File: src/rtl/ahb_master_skid_fifo_if.sv
// Producer/consumer handshake bundle for the AHB master skid FIFO.
// The slave modport is the FIFO side; the master modport is the side driving pushes and consuming the head.
interface ahb_master_skid_fifo_if #(
    parameter int WDT   = 32,
    parameter int DEPTH = 4
);
    logic                     i_flush;
    logic                     i_valid;
    logic [WDT-1:0]           i_data;
    logic                     o_stall;
    logic                     o_valid;
    logic [WDT-1:0]           o_data;
    logic                     i_stall;
    logic [$clog2(DEPTH):0]   o_count;
    logic                     o_overflow;

    modport slave (
        input  i_flush, i_valid, i_data, i_stall,
        output o_stall, o_valid, o_data, o_count, o_overflow
    );

    modport master (
        output i_flush, i_valid, i_data, i_stall,
        input  o_stall, o_valid, o_data, o_count, o_overflow
    );
endinterface

File: src/rtl/ahb_master_skid_fifo.sv
// DEPTH-entry fall-through FIFO for the AHB master path; push-to-head latency 1 cycle, no bypass.
// Registered o_stall rises early enough that a producer reacting within SKID cycles never overflows; drops while full set a sticky flag.
module ahb_master_skid_fifo #(
    parameter int WDT   = 32,
    parameter int DEPTH = 4,
    parameter int SKID  = 1
) (
    input  logic                 i_clk,
    input  logic                 i_resetn,
    ahb_master_skid_fifo_if.slave bus
);
    localparam int AW = $clog2(DEPTH);
    localparam int CW = AW + 1;
    localparam logic [CW-1:0] C_FULL   = CW'(DEPTH);
    localparam logic [CW-1:0] C_STALL  = CW'(DEPTH - SKID);

    logic [WDT-1:0] r_mem [DEPTH];
    logic [AW-1:0]  r_wr_ptr;
    logic [AW-1:0]  r_rd_ptr;
    logic [CW-1:0]  r_count;
    logic           r_stall;
    logic           r_overflow;

    logic           w_pop;
    logic           w_push;
    logic           w_drop;
    logic [CW-1:0]  w_count_next;

    assign w_pop        = (r_count != '0) && !bus.i_stall;
    assign w_push       = bus.i_valid && ((r_count < C_FULL) || w_pop);
    assign w_drop       = bus.i_valid && !w_push;
    assign w_count_next = r_count + CW'(w_push) - CW'(w_pop);

    always_ff @(posedge i_clk or negedge i_resetn) begin
        if (!i_resetn) begin
            for (int i = 0; i < DEPTH; i++) begin
                r_mem[i] <= '0;
            end
            r_wr_ptr   <= '0;
            r_rd_ptr   <= '0;
            r_count    <= '0;
            r_stall    <= 1'b0;
            r_overflow <= 1'b0;
        end else if (bus.i_flush) begin
            // Flush wins over any same-cycle push/pop; storage is left as-is.
            r_wr_ptr   <= '0;
            r_rd_ptr   <= '0;
            r_count    <= '0;
            r_stall    <= 1'b0;
            r_overflow <= 1'b0;
        end else begin
            if (w_push) begin
                r_mem[r_wr_ptr] <= bus.i_data;
                r_wr_ptr        <= r_wr_ptr + 1'b1;
            end
            if (w_pop) begin
                r_rd_ptr <= r_rd_ptr + 1'b1;
            end
            if (w_drop) begin
                r_overflow <= 1'b1;
            end
            r_count <= w_count_next;
            r_stall <= (w_count_next >= C_STALL);
        end
    end

    assign bus.o_stall    = r_stall;
    assign bus.o_valid    = (r_count != '0);
    assign bus.o_data     = r_mem[r_rd_ptr];
    assign bus.o_count    = r_count;
    assign bus.o_overflow = r_overflow;
endmodule

File: src/flat_wrapper.sv
// flat-port wrapper written by rule: the top's interface ports become plain ports
module ahb_master_skid_fifo_flat 
#(
    parameter int WDT   = 32,
    parameter int DEPTH = 4,
    parameter int SKID  = 1
)
  (i_clk, i_resetn, bus_i_flush, bus_i_valid, bus_i_data, bus_i_stall, bus_o_stall, bus_o_valid, bus_o_data, bus_o_count, bus_o_overflow);
  ahb_master_skid_fifo_if #(.WDT(WDT), .DEPTH(DEPTH)) bus_i ();
  input  logic i_clk;
  input  logic i_resetn;
  input wire logic [$bits(bus_i.i_flush)-1:0] bus_i_flush;
  input wire logic [$bits(bus_i.i_valid)-1:0] bus_i_valid;
  input wire logic [$bits(bus_i.i_data)-1:0] bus_i_data;
  input wire logic [$bits(bus_i.i_stall)-1:0] bus_i_stall;
  output wire logic [$bits(bus_i.o_stall)-1:0] bus_o_stall;
  output wire logic [$bits(bus_i.o_valid)-1:0] bus_o_valid;
  output wire logic [$bits(bus_i.o_data)-1:0] bus_o_data;
  output wire logic [$bits(bus_i.o_count)-1:0] bus_o_count;
  output wire logic [$bits(bus_i.o_overflow)-1:0] bus_o_overflow;
  assign bus_i.i_flush = bus_i_flush;
  assign bus_i.i_valid = bus_i_valid;
  assign bus_i.i_data = bus_i_data;
  assign bus_i.i_stall = bus_i_stall;
  assign bus_o_stall = bus_i.o_stall;
  assign bus_o_valid = bus_i.o_valid;
  assign bus_o_data = bus_i.o_data;
  assign bus_o_count = bus_i.o_count;
  assign bus_o_overflow = bus_i.o_overflow;
  ahb_master_skid_fifo #(.WDT(WDT), .DEPTH(DEPTH), .SKID(SKID)) u_core (.i_clk(i_clk), .i_resetn(i_resetn), .bus(bus_i));
endmodule
File: config.mk
export PLATFORM = sky130hd
export DESIGN_NAME = ahb_master_skid_fifo_flat
export DESIGN_NICKNAME = d
export VERILOG_FILES = /design/src/rtl/ahb_master_skid_fifo_if.sv /design/src/rtl/ahb_master_skid_fifo.sv /design/src/flat_wrapper.sv
export SDC_FILE = /design/constraint.sdc
export NUM_CORES = 1
export LEC_CHECK = 0
export CAP_MARGIN = 40
export CORE_MARGIN = 4
export CORE_UTILIZATION = 45
export CTS_CLUSTER_DIAMETER = 200
export DETAILED_ROUTE_END_ITERATION = 10
export DONT_BUFFER_PORTS = 1
export SLEW_MARGIN = 10
export SYNTH_ARGS = -nofsm -noshare
export SYNTH_HDL_FRONTEND = slang
export SYNTH_SLANG_ARGS = --single-unit
File: constraint.sdc
create_clock -name i_clk -period 6.4 [get_ports i_clk]
set_input_delay 0.96 -clock i_clk [delete_from_list [all_inputs] [get_ports i_clk]]
set_output_delay 0.96 -clock i_clk [all_outputs]
set_load 0.03 [all_outputs]
==> summary.md, run 1 <==
| Metric | Value |
|---|---|
| Final setup violating endpoints | `0` |
| Worst path required time | `5.44 ns` |
| Final TNS setup | `0 ns` |
| Worst path top cell family by delay | `multiplexers` |
| Final nets | `400` |
| Starting Density | `46.68%` |
| Placement row count | `43` |
| Gr usage total | `16.12%` |
| DRT iter0 DRCs | `162` |
| Cell variety after synth | `25` |
| Max-slew headroom | `46.61%` |
| Clock-pin slew on the worst setup and hold paths | `0.06 ns` |
| Period utilisation layout | `50.81%` |
| Post-synth ARST share | `100.0%` |
| Min Clock Period, post-route | `3.252 ns` |
| PwrDens | `507.7 nW/um2` |
| YS warnings | `0` |
| Most used DFF post-synth | `dfrtp_1` |
| DRT antenna net count | `0` |
| Busiest grt layer | `met2` |
| Synthesized flop and latch total | `137` |
| Max_cap viols | `0` |
| Port Buf Inserts | `0` |
| Via count | `2989` |
| Wirelength per Cell | `22.61 um` |
| Ant. Diodes | `0` |
| Critical Path, Cell by Cell | `buf_4, mux4_2` |
| Core area | `14100 um2` |
| GR Util met3 | `6.019%` |
| Fill count | `1140` |
| Resized Gates After CTS | `0` |
| Post-Syn Area per Cell | `18.43 um2` |
| Leak | `3.584 nW` |
| Slowest stage delay, CP | `0.69 ns` |
| Clk sinks | `137` |
| Register Area | `3431 um2` |
| CTS tree | `done` |
| Hold Violations, Final | `0` |
| I/O Pins | `75` |
| Number of global-route vias before repair | `3409` |
| H-tree depth | `4` |
| GRT met2 Usage | `23.99%` |
| RSZ-0062 raised after global routing | `no` |
| Synth area leaders | `dfrtp_1, mux2_4, mux4_2` |
| Sequential share of the synthesized area | `52.10%` |
| Setup bufs post-CTS | `0` |
| Gate Count Post-Synth | `357` |
| Final Cell Area | `7254 um2` |
| Number of synthesized flops with an enable pin | `0` |
| Largest net degree at the start of global routing | `138` |
| Die area | `16620 um2` |
| Cell taking the most area after synthesis | `dfrtp_1` |
| Synth top area share | `52.10%` |
| Worst VDD drop | `0.2377 mV` |
| Synthesized cell area | `6580 um2` |
| Total wire length | `12390 um` |
| Skew-Pair Late Insertion Delay | `0.41 ns` |
| Met1 GRT Util | `22.02%` |
| Layout Area Growth over Synthesis | `10.25%` |
| CTS Buf Count | `17` |
| Most common cell after layout, fill and taps aside | `dfrtp_1` |
| Worst Tran Pin Value | `0.8009 ns` |
| Fin. max-slew vios | `0` |
| Crit. End Element | `output pin` |
| Cell at the slowest stage of the critical path | `mux4_2` |
| Critical Path AT | `2.29 ns` |
| Die Span Y | `128.9 um` |
| Total iterations of the first detailed-routing run | `4` |
| Drc violations | `0` |
| Status | `completed` |
| Min-Delay Path Class | `input pin to asynchronous set/reset pin` |
| Highest Clock Rate | `307.5 MHz` |
| CP max FO | `20` |
| Final Skew | `0.005671 ns` |
| Die Wd | `128.9 um` |
| Max Buffers Root-to-Sink | `2` |
| Initial antenna violation count | `0` |
| Multi-input logic area | `2933 um2` |
| DP Area | `6646 um2` |
| Nature of the critical path startpoint | `flip-flop` |
| Commonest non-fill, non-tap cells in the layout | `dfrtp_1, mux2_4, mux4_2, clkbuf_16, mux2_2` |
| Layout cells sized above 1 | `54.35%` |
| Net count after synthesis | `401` |
| First-pass GRT wire length | `20040 um` |
| Via density | `5.454` |
| CTS root buf | `clkbuf_16` |
| Crit path buf inv count | `1` |
| Total grt overflow | `0` |
| Routability Congestion | `0.7068` |
| WS Path Type | `flip-flop to output pin` |
| DP HPWL | `7052 um` |
| Hold Buf Count CTS | `0` |
-- sequential cells by signal (all words and copies together) (netlist names) --
signal	flops
u_core.bus.o_stall	1
u_core.bus.o_count	3
u_core.r_rd_ptr	2
u_core.r_wr_ptr	2
u_core.bus.o_overflow	1
u_core.r_mem	128
-- through the flow --
step	total power, mW	hold slack, ns	instances	util [%]	setup WS (ns)
floorplan	2.516	0.4738	357	-	4.058
global placement	2.656	0.4829	516	46.96	3.467
detailed placement	2.690	0.4888	517	47.15	3.427
CTS	3.727	0.2154	548	51.46	3.068
global route	3.866	0.2110	548	51.46	2.960
finish	3.683	0.2425	548	51.46	3.148
-- power breakdown --
group / switching [mW] / leakage (nW) / internal (mW)
Combinational: 0.531 / 1.57 / 0.682
Clock: 0.367 / 0.288 / 0.646
Sequential: 0.241 / 1.72 / 1.22
Total: 1.14 / 3.58 / 2.54
-- Yosys cell counts, drive strengths merged (2+ instances only) --
master and number:
mux2 129, clkbuf 2, nand3b 4, dfrtp 137
nor2b 2, mux4 32, nor2 7, inv 6
ha 6, buf 20
-- worst paths after layout --
| check | from | to | slack [ns] | cells after the start |
|---|---|---|---|---|
| setup / recovery | u_core.r_rd_ptr[0]$_DFFE_PN0P_ | bus_o_data[31] | 3.15 | 2 |
| hold / removal | i_resetn | u_core.r_mem[115]$_DFFE_PN0P_ | 0.24 | 0 |
| setup reg to reg | u_core.bus.o_count[2]$_DFF_PN0_ | u_core.r_mem[47]$_DFFE_PN0P_ | 3.79 | 3 |
| hold reg to reg | u_core.r_mem[37]$_DFFE_PN0P_ | u_core.r_mem[37]$_DFFE_PN0P_ | 0.50 | 1 |
| max in group asynchronous | i_resetn | u_core.r_mem[34]$_DFFE_PN0P_ | 6.00 | 0 |
| min in group i_clk | u_core.r_mem[37]$_DFFE_PN0P_ | u_core.r_mem[37]$_DFFE_PN0P_ | 0.50 | 1 |
-- worst register-to-register path: stages, from the launching register on --
cell	delay (ns)
dfrtp_1	0.55
a21boi_2	0.65
nand3b_4	0.75
mux2_4	0.54
-- final cells by class --
type	instances	share of cell area, %
sequential	137	47.29
tap	180	3.105
timing repair buffer	2	0.4829
inverter	6	0.3105
clock buffer	18	5.916
clock inverter	13	2.466
multi-input combinational	192	40.43
-- cell families (layout without fill, tap and decap cells) --
group,count (synthesis),in the layout,synth area share [%]
xor+xnor,2,2,0.4754
compound gates,5,5,0.5324
fa+ha+maj,7,7,1.445
simple gates,16,16,2.092
buf+inv,28,39,3.328
mux,162,162,40.03
flops,137,137,52.10
-- metal layers --
metal / vias to the layer above / part of all wire (%)
li1: 1311 / -
met1: 1601 / 45
met2: 63 / 48
met3: 14 / 5.7
met4: 0 / 1.2
met5: - / 0
Power figures use the tool's default switching activity.
==> run 2: changes to the inputs <==
==> constraint.sdc (replaced) <==
create_clock -name i_clk -period 3 [get_ports i_clk]
set_input_delay 0.45 -clock i_clk [delete_from_list [all_inputs] [get_ports i_clk]]
set_output_delay 0.45 -clock i_clk [all_outputs]
set_load 0.03 [all_outputs]
==> run 2 against run 1 <==
The run now ends with hold timing left. Setup slack got worse by 2.7 ns. Count of clock-buffer cells in the layout did not move. Highest routed layer unchanged. Sequential power rose by 110%. Die area did not move. Largest cell class unchanged. Global-route usage rose by 0.24 points. Largest power group unchanged. Total power rose by 120%.
==> summary.md, run 2 (synthesis gave the netlist of run 1 again) <==
| Metric | Value |
|---|---|
| Status | `finished with violations` |
| Failing checks | `hold timing` |
| Reg2reg start | `u_core.bus.o_count[1]$_DFF_PN0_` |
| PwrDens | `1101 nW/um2 (+120%)` |
| Die area | `16620 um2 (unchanged)` |
| DP Area | `6711 um2 (+0.98%)` |
| Critical Path AT | `2.14 ns (-0.15 ns)` |
| CP startpoint | `u_core.r_rd_ptr[0]$_DFFE_PN0P_` |
| FF-to-FF End | `u_core.bus.o_stall$_DFF_PN0_` |
| Fin. max-slew vios | `0 (unchanged)` |
| Crit path buf inv count | `1 (unchanged)` |
| Min Hold Slack | `-0.2809 ns (-0.5234 ns)` |
| Drc violations | `0 (unchanged)` |
| FF-to-FF path depth | `10 (+7)` |
| DRT antenna net count | `0 (unchanged)` |
| I/O Pins | `75 (unchanged)` |
| Cell at the slowest stage of the critical path | `dfrtp_2` |
| Resized Gates After CTS | `0 (unchanged)` |
| Commonest non-fill, non-tap cells in the layout | `dfrtp_1, mux2_4, mux4_2, clkbuf_16, mux2_2` |
| Largest register FFs | `128 (unchanged)` |
| Nature of the critical path startpoint | `flip-flop` |
| Design Power | `8.139 mW (+120%)` |
| DRT iter0 DRCs | `199 (+23%)` |
| Ant. Diodes | `0 (unchanged)` |
| Period utilisation layout | `86.37%` |
| Die Wd | `128.9 um (unchanged)` |
| Biggest register | `u_core.r_mem` |
| WS Path Type | `flip-flop to output pin` |
| R2r setup slk | `0.53 ns (-3.26 ns)` |
| Worst Tran Pin Value | `0.6326 ns (-0.1683 ns)` |
| Largest net degree at the start of global routing | `138 (unchanged)` |
| Hold Violations, Final | `137 (+137)` |
| Layout cells sized above 1 | `55.70% (+1.4 points)` |
| Die Span Y | `128.9 um (unchanged)` |
| Gr usage total | `16.37% (+0.24 points)` |
| Skew-Pair Late Insertion Delay | `0.42 ns (about the same)` |
| Initial antenna violation count | `0 (unchanged)` |
| Final nets | `408 (+2.0%)` |
| Setup bufs post-CTS | `0 (unchanged)` |
| Critical Path Stages | `2 (unchanged)` |
| Placement row count | `43 (unchanged)` |
| Max-slew headroom | `57.83% (+11 points)` |
| Worst path top cell family by delay | `flip-flops` |
| Via density | `5.490 (+0.66%)` |
| Fill count | `1131 (-0.79%)` |
| CTS root buf | `clkbuf_16` |
| Worst VDD drop | `0.4289 mV (+80%)` |
| Final setup violating endpoints | `0 (unchanged)` |
| CP max FO | `18 (-10%)` |
| Total iterations of the first detailed-routing run | `4 (unchanged)` |
| Max_cap viols | `0 (unchanged)` |
| Critical Path, Cell by Cell | `buf_12, mux4_2` |
| Leak | `3.654 nW (+2.0%)` |
| CTS Buf Count | `17 (unchanged)` |
| CTS tree | `done` |
| Min-Delay Path Class | `input pin to asynchronous set/reset pin` |
| Starting Density | `46.68% (unchanged)` |
| Layout Area Growth over Synthesis | `12.36%` |
| Highest Clock Rate | `385.9 MHz` |
| Total grt overflow | `0 (unchanged)` |
| Crit. End Element | `output pin` |
| Max Buffers Root-to-Sink | `2 (unchanged)` |
| Slowest stage delay, CP | `0.78 ns (+0.09 ns)` |
| Wirelength per Cell | `22.64 um (+0.12%)` |
| DP HPWL | `7495 um (+6.3%)` |
| Via count | `3058 (+2.3%)` |
| Final Cell Area | `7393 um2 (+1.9%)` |
| Clock-pin slew on the worst setup and hold paths | `0.07 ns (about the same)` |
| Final TNS setup | `0 ns (unchanged)` |
| Min Clock Period, post-route | `2.591 ns` |
| Core area | `14100 um2 (unchanged)` |
| Port Buf Inserts | `0 (unchanged)` |
| H-tree depth | `4 (unchanged)` |
| Routability Congestion | `0.7143 (+1.1%)` |
| First-pass GRT wire length | `20370 um (+1.7%)` |
| Final Skew | `0.008165 ns (+0.002494 ns)` |
| RSZ-0062 raised after global routing | `no` |
| Most common cell after layout, fill and taps aside | `dfrtp_1` |
| Total wire length | `12610 um (+1.8%)` |
| Clk sinks | `137 (unchanged)` |
| Number of global-route vias before repair | `3534 (+3.7%)` |
| Worst path required time | `2.55 ns (-2.89 ns)` |
## run 2: cell count changes in the layout (fill, tap and decap cells not counted)
| cell | previous run | this run |
|---|---|---|
| clkbuf_1 | 1 | 0 |
| clkinv_2 | 4 | 1 |
| inv_6 | 0 | 3 |
| buf_12 | 0 | 2 |
| buf_4 | 1 | 8 |
| clkbuf_8 | 0 | 1 |
| bufinv_16 | 4 | 6 |
| buf_16 | 1 | 0 |
| clkinvlp_4 | 4 | 3 |
## run 2: per-layer routing
metal / GRT usage (%) / part of all wire (%) / up-vias
met5: 0 / 0 / -
met4: 5.374 / 1.5 / 0
met3: 6.227 / 5.5 / 16
met2: 23.93 / 46 / 69
met1: 22.66 / 47 / 1651
li1: - / - / 1322
## run 2: worst max-delay path by stage
stage / end / slack, ns
floorplan: u_core.bus.o_stall$_DFF_PN0_ / 0.70
global placement: u_core.bus.o_stall$_DFF_PN0_ / 0.61
detailed placement: u_core.bus.o_stall$_DFF_PN0_ / 0.50
CTS: bus_o_data[23] / 0.33
global route: bus_o_data[30] / 0.26
finish: bus_o_data[16] / 0.41
## run 2: power by group
| group | switching (mW) | internal [mW] |
|---|---|---|
| registers | 0.516 | 2.59 |
| clock network | 0.842 | 1.59 |
| logic | 1.14 | 1.46 |
## run 2: worst register-to-register path: stages (launching register included)
cell	delay [ns]
dfrtp_1	0.53
nor3_1	0.46
nor2_1	0.08
ha_1	0.28
inv_1	0.06
ha_1	0.13
inv_1	0.05
fa_1	0.38
xnor3_1	0.22
nor2_1	0.05
a21o_1	0.14
## run 2: layout make-up
type                            count  area, um2  share of cell area [%]
Tap cell                          180      225.2                   3.046
Clock inverter                     14      242.7                   3.283
Inverter                            6      22.52                  0.3046
Sequential cell                   137       3431                   46.40
Multi-Input combinational cell    192       2933                   39.67
Clock buffer                       18      439.2                   5.940
Timing Repair Buffer               10      100.1                   1.354
## run 2: metrics by stage
step	hold slack, ns	utilization, %	setup slack [ns]	instances
6_report	-0.2809	52.45	0.4089	557
5_1_grt	-0.3126	52.45	0.2620	557
4_1_cts	-0.2960	52.45	0.3311	557
3_5_place_dp	0.1610	47.61	0.5012	525
3_3_place_gp	0.1600	47.61	0.6142	525
2_1_floorplan	0.1544	-	0.6978	357
